--- src/rtl/norflash_arb.sv ---
// norflash_arb: two-master Wishbone round-robin arbiter in front of a NOR flash controller.
// Optional stall watchdog enabled with `define NORFLASH_ARB_TIMEOUT_EN.
`default_nettype none

module norflash_arb #(
  parameter logic [7:0] TIMEOUT = 8'd64
) (
  input  logic        sys_clk,
  input  logic        sys_rst_n,
  input  logic [31:0] m0_adr_i,
  input  logic [31:0] m0_dat_i,
  input  logic [3:0]  m0_sel_i,
  input  logic        m0_cyc_i,
  input  logic        m0_stb_i,
  input  logic        m0_we_i,
  input  logic [31:0] m1_adr_i,
  input  logic [31:0] m1_dat_i,
  input  logic [3:0]  m1_sel_i,
  input  logic        m1_cyc_i,
  input  logic        m1_stb_i,
  input  logic        m1_we_i,
  output logic [31:0] m0_dat_o,
  output logic [31:0] m1_dat_o,
  output logic        m0_ack_o,
  output logic        m1_ack_o,
  output logic        m0_err_o,
  output logic        m1_err_o,
  output logic [31:0] s_adr_o,
  output logic [31:0] s_dat_o,
  output logic [3:0]  s_sel_o,
  output logic        s_cyc_o,
  output logic        s_stb_o,
  output logic        s_we_o,
  input  logic [31:0] s_dat_i,
  input  logic        s_ack_i
);

  typedef enum logic [1:0] {
    IDLE = 2'd0,
    GNT0 = 2'd1,
    GNT1 = 2'd2
  } state_e;

  state_e state_q, state_d;
  logic   prio_q, prio_d;   // 0: m0 wins a tie, 1: m1 wins a tie
  logic   gnt_cyc, gnt_stb;
  logic   tmo_hit;

  assign m0_dat_o = s_dat_i;
  assign m1_dat_o = s_dat_i;

  always_comb begin
    gnt_cyc = 1'b0;
    gnt_stb = 1'b0;
    case (state_q)
      GNT0: begin
        gnt_cyc = m0_cyc_i;
        gnt_stb = m0_cyc_i & m0_stb_i;
      end
      GNT1: begin
        gnt_cyc = m1_cyc_i;
        gnt_stb = m1_cyc_i & m1_stb_i;
      end
      default: ;
    endcase
  end

`ifdef NORFLASH_ARB_TIMEOUT_EN
  logic [7:0] tmo_cnt_q, tmo_cnt_d;

  // An ack landing in the expiry cycle takes precedence over the timeout.
  assign tmo_hit = gnt_cyc & (tmo_cnt_q == TIMEOUT) & ~s_ack_i;

  always_comb begin
    tmo_cnt_d = tmo_cnt_q;
    if (state_d == IDLE || s_ack_i) begin
      tmo_cnt_d = 8'd0;
    end else if (gnt_stb) begin
      tmo_cnt_d = tmo_cnt_q + 8'd1;
    end
  end

  always_ff @(posedge sys_clk or negedge sys_rst_n) begin
    if (!sys_rst_n) begin
      tmo_cnt_q <= 8'd0;
    end else begin
      tmo_cnt_q <= tmo_cnt_d;
    end
  end
`else
  logic unused_timeout;
  assign unused_timeout = ^TIMEOUT;
  assign tmo_hit        = 1'b0;
`endif

  always_comb begin
    state_d  = state_q;
    prio_d   = prio_q;
    s_adr_o  = 32'd0;
    s_dat_o  = 32'd0;
    s_sel_o  = 4'd0;
    s_we_o   = 1'b0;
    s_cyc_o  = 1'b0;
    s_stb_o  = 1'b0;
    m0_ack_o = 1'b0;
    m1_ack_o = 1'b0;
    m0_err_o = 1'b0;
    m1_err_o = 1'b0;
    case (state_q)
      IDLE: begin
        if (m0_cyc_i && (!m1_cyc_i || !prio_q)) begin
          state_d = GNT0;
        end else if (m1_cyc_i) begin
          state_d = GNT1;
        end
      end
      GNT0: begin
        s_adr_o  = m0_adr_i;
        s_dat_o  = m0_dat_i;
        s_sel_o  = m0_sel_i;
        s_we_o   = m0_we_i;
        s_cyc_o  = gnt_cyc & ~tmo_hit;
        s_stb_o  = gnt_stb & ~tmo_hit;
        m0_ack_o = s_ack_i;
        m0_err_o = tmo_hit;
        if (!m0_cyc_i || tmo_hit) begin
          state_d = IDLE;
          prio_d  = 1'b1;
        end
      end
      GNT1: begin
        s_adr_o  = m1_adr_i;
        s_dat_o  = m1_dat_i;
        s_sel_o  = m1_sel_i;
        s_we_o   = m1_we_i;
        s_cyc_o  = gnt_cyc & ~tmo_hit;
        s_stb_o  = gnt_stb & ~tmo_hit;
        m1_ack_o = s_ack_i;
        m1_err_o = tmo_hit;
        if (!m1_cyc_i || tmo_hit) begin
          state_d = IDLE;
          prio_d  = 1'b0;
        end
      end
      default: begin
        state_d = IDLE;
      end
    endcase
  end

  always_ff @(posedge sys_clk or negedge sys_rst_n) begin
    if (!sys_rst_n) begin
      state_q <= IDLE;
      prio_q  <= 1'b0;
    end else begin
      state_q <= state_d;
      prio_q  <= prio_d;
    end
  end

endmodule

`default_nettype wire

--- config.mk ---
export PLATFORM = sky130hd
export DESIGN_NAME = norflash_arb
export DESIGN_NICKNAME = d
export VERILOG_FILES = /design/src/rtl/norflash_arb.sv
export SDC_FILE = /design/constraint.sdc
export NUM_CORES = 1
export LEC_CHECK = 0
export BUFFER_PORTS_ARGS = -buffer_cell sky130_fd_sc_hd__buf_2
export CORE_AREA = 2 2 123 125
export CTS_CLUSTER_DIAMETER = 60
export DETAILED_ROUTE_END_ITERATION = 16
export DIE_AREA = 0 0 125 127
export HOLD_SLACK_MARGIN = 0.15
export PLACE_DENSITY = 0.48
export SYNTH_ARGS = -nofsm -noshare
export SYNTH_HDL_FRONTEND = slang
export SYNTH_SLANG_ARGS = --single-unit
--- constraint.sdc ---
create_clock -name sys_clk -period 1.68 [get_ports sys_clk]
set_input_delay 0.336 -clock sys_clk [delete_from_list [all_inputs] [get_ports sys_clk]]
set_output_delay 0.336 -clock sys_clk [all_outputs]
set_load 0.005 [all_outputs]
==> summary.md <==
| Metric | Value |
|---|---|
| Outcome | `finished, violations left` |
| Failing checks | `setup timing` |
| P_leak | `between 1.5 and 2 nW` |
| Initial antenna violation count | `2` |
| Cells after Synth | `260` |
| Max-cap violations | `0` |
| Clock transition at the registers of the reported paths | `approximately 30 ps` |
| DRT Wirelength | `between 8000 and 9000 µm` |
| Adder-cell share of the synthesized area | `2.72%` |
| First-pass GRT wire length | `11300 µm` |
| Clk Latency, worst-skew pair | `around 220 ps` |
| Final Skew | `0.0425 ps` |
| Mapped Area | `1840 µm²` |
| Via count | `2452` |
| Post-synthesis mux area share | `1.70%` |
| Power per cell area | `1650 nW/µm²` |
| Unique masters post-synth | `23` |
| GRT overflow | `0` |
| Tcrit/Tclk final | `115%` |
| Pin count of the biggest net entering global routing | `37` |
| Max FO, Critical Path | `9` |
| CTS Buf Count | `3` |
| Final net count | `603` |
| FF-to-FF Start | `state_q[1]` |
| Detailed placement HPWL | `a little under 6000 µm` |
| Placer Congestion | `0.759` |
| Die Ht | `127 µm` |
| Simple-Gate Fraction of Synth Area | `between 20 and 30%` |
| First drt pass iteration count | `4` |
| Placed insts | `slightly below 600` |
| Core box area | `~14000 µm²` |
| Clock Tree Buf Depth | `2` |
| Row cnt | `44` |
| Die Area | `15900 µm²` |
| R2r setup slk | `-30 ps` |
| Layout cells sized above 1 | `76.2%` |
| Setup violators final | `75` |
| Vias in the first global route | `roughly 2300` |
| CTS H-tree depth | `1` |
| PnR worst setup slack | `-252 ps` |
| Avg Cell Area, Syn | `7.09 µm²` |
| Crit end category | `output pin` |
| #FFs+latches synth | `3` |
| Die span in x | `between 100 and 150 µm` |
| Worst R2R Path Depth | `8` |
| Gr usage total | `8.55%` |
| Post-Synth XOR/XNOR Area | `0%` |
| Fmax | `517 MHz` |
| Detail Route Antenna Nets | `0` |
| Arrival time worst endpoint | `1600 ps` |
| Commonest non-fill, non-tap cells in the layout | `buf_2, nor2b_1, a22oi_2` |
| Worst endpoint required time | `approximately 1300 ps` |
| HP Class | `in2async` |
| Min Tclk post-route | `1930 ps` |
| Max Slew Vio Count | `0` |
| Initial Util | `12.8%` |
| RSZ-0062 raised after global routing | `yes` |
| Fin. Hold Viols | `0` |
| DR DRC count | `0` |
| Sequential area share after synthesis | `4.07%` |
| Final total power | `0.00571 W` |
| Final Instance Count excl. Fillers | `~600` |
| I/O Pins | `316` |
| CTS tree | `yes` |
| DRT iter0 DRCs | `slightly below 70` |
| Vias per Instance | `4.05` |
| Crit start category | `flop` |
| Largest family of logic cells by synthesized area | `buffers and inverters` |
| Maximum vdd ir drop | `0.724 mV` |
| Critical path class | `reg2out` |
| Area fraction in compound gates after synthesis | `between 30% and 40%` |
| I/O Buffers | `~220` |
| Synth warn | `0` |
| Commonest non-fill, non-tap cell in the layout | `buf_2` |
| FF-to-FF End | `prio_q` |
| Area Growth Syn to Fin | `87.5%` |
| Root Buffer | `clkbuf_16` |
| Clock sink count | `3` |
| WL per Instance | `14.0 µm` |
==> cell type report <==
| cell class | instances | area [µm²] |
|---|---|---|
| Fill cell | 1596 | 11000 |
| Multi-Input combinational cell | 167 | 1540 |
| Timing Repair Buffer | 245 | 1520 |
| Tap cell | 184 | 230 |
| Clock buffer | 4 | 78.8 |
| Sequential cell | 3 | 75.1 |
| Inverter | 2 | 7.51 |
| Antenna cell | 1 | 2.50 |
==> how the worst max path moves through the flow <==
stage | depth (start not counted) | endpoint | start | slack (ps)
after CTS | 6 | s_dat_o[20] | state_q[0] | -190
after floorplan | 7 | s_stb_o | state_q[0] | 140
after global routing | 7 | s_adr_o[10] | state_q[1] | -300
final | 7 | s_adr_o[10] | state_q[1] | -250
after global placement | 6 | s_adr_o[19] | state_q[1] | -20
after detailed placement | 6 | s_adr_o[19] | state_q[1] | -20
==> power by group <==
group	internal (W)	switching [W]
Clock	0.000313	0.0000607
Sequential	0.000106	0.0000270
Combinational	0.00288	0.00232
Total	0.00330	0.00241
==> registers in the layout (all words and copies together), names as in the netlist <==
| register | count |
|---|---|
| prio_q | 1 |
| state_q | 2 |
==> cells in the mapped netlist <==
library cell / number / area, µm²
a22oi_1: 69 / 518
dfrtp_1: 3 / 75.1
nand3_1: 2 / 10.0
o21ai_0: 1 / 5.00
and4b_1: 1 / 10.0
a21boi_0: 1 / 7.51
mux2_1: 1 / 11.3
nand3b_1: 1 / 7.51
inv_1: 2 / 7.51
nor3b_1: 1 / 7.51
and2_1: 3 / 18.8
a21oi_1: 2 / 10.0
conb_1: 1 / 3.75
or2_2: 1 / 6.26
clkbuf_1: 7 / 26.3
buf_4: 66 / 495
nor2b_1: 70 / 438
nand2_1: 4 / 15.0
a221oi_2: 1 / 15.0
mux2i_1: 2 / 20.0
nor3_1: 1 / 5.00
buf_2: 16 / 80.1
ha_1: 4 / 50.1
==> logic make-up after synthesis <==
| kind of cell | Yosys count |
|---|---|
| simple gates | 84 |
| other cells | 1 |
| compound gates | 74 |
| buf+inv | 91 |
| fa+ha+maj | 4 |
| mux | 3 |
| flops | 3 |
==> per-stage QoR <==
stage          TNS (ps)  util (%)  worst slack [ps]  hold WS, ps  instance area (µm²)
2_1_floorplan         0         -               143         40.4                 1850
3_3_place_gp      -22.8      19.1             -22.8          141                 2760
3_5_place_dp      -25.9      19.1             -19.3          140                 2760
4_1_cts          -10810      20.7              -186          446                 2990
5_1_grt          -18840      24.0              -297          479                 3460
6_report         -14260      24.0              -252          445                 3460
==> worst max-delay path, stage by stage (launching register included) <==
cell and delay [ps]:
dfrtp_1 390, buf_6 130, ha_4 160, buf_12 150, clkbuf_16 170, a22oi_1 170, nor2b_1 70, buf_2 120
==> repair_timing <==
item,CTS,global route
pin swaps,3,5
gates cloned,2,5
endpoints found under the hold margin,3,0
setup endpoints to repair,73,75
buffers inserted,2,4
hold buffers,1,0
resized for setup,19,66
==> per-layer routing <==
| layer | wire, µm | part of all wire (%) | global-route usage, % |
|---|---|---|---|
| met1 | 3180 | 37 | 8.99 |
| met3 | 626 | 7.4 | 1.84 |
| met4 | 117 | 1.4 | 1.90 |
| met2 | 4580 | 54 | 17.3 |
| met5 | 0 | 0 | 0 |
No activity file was read; power rests on OpenSTA's default activity.
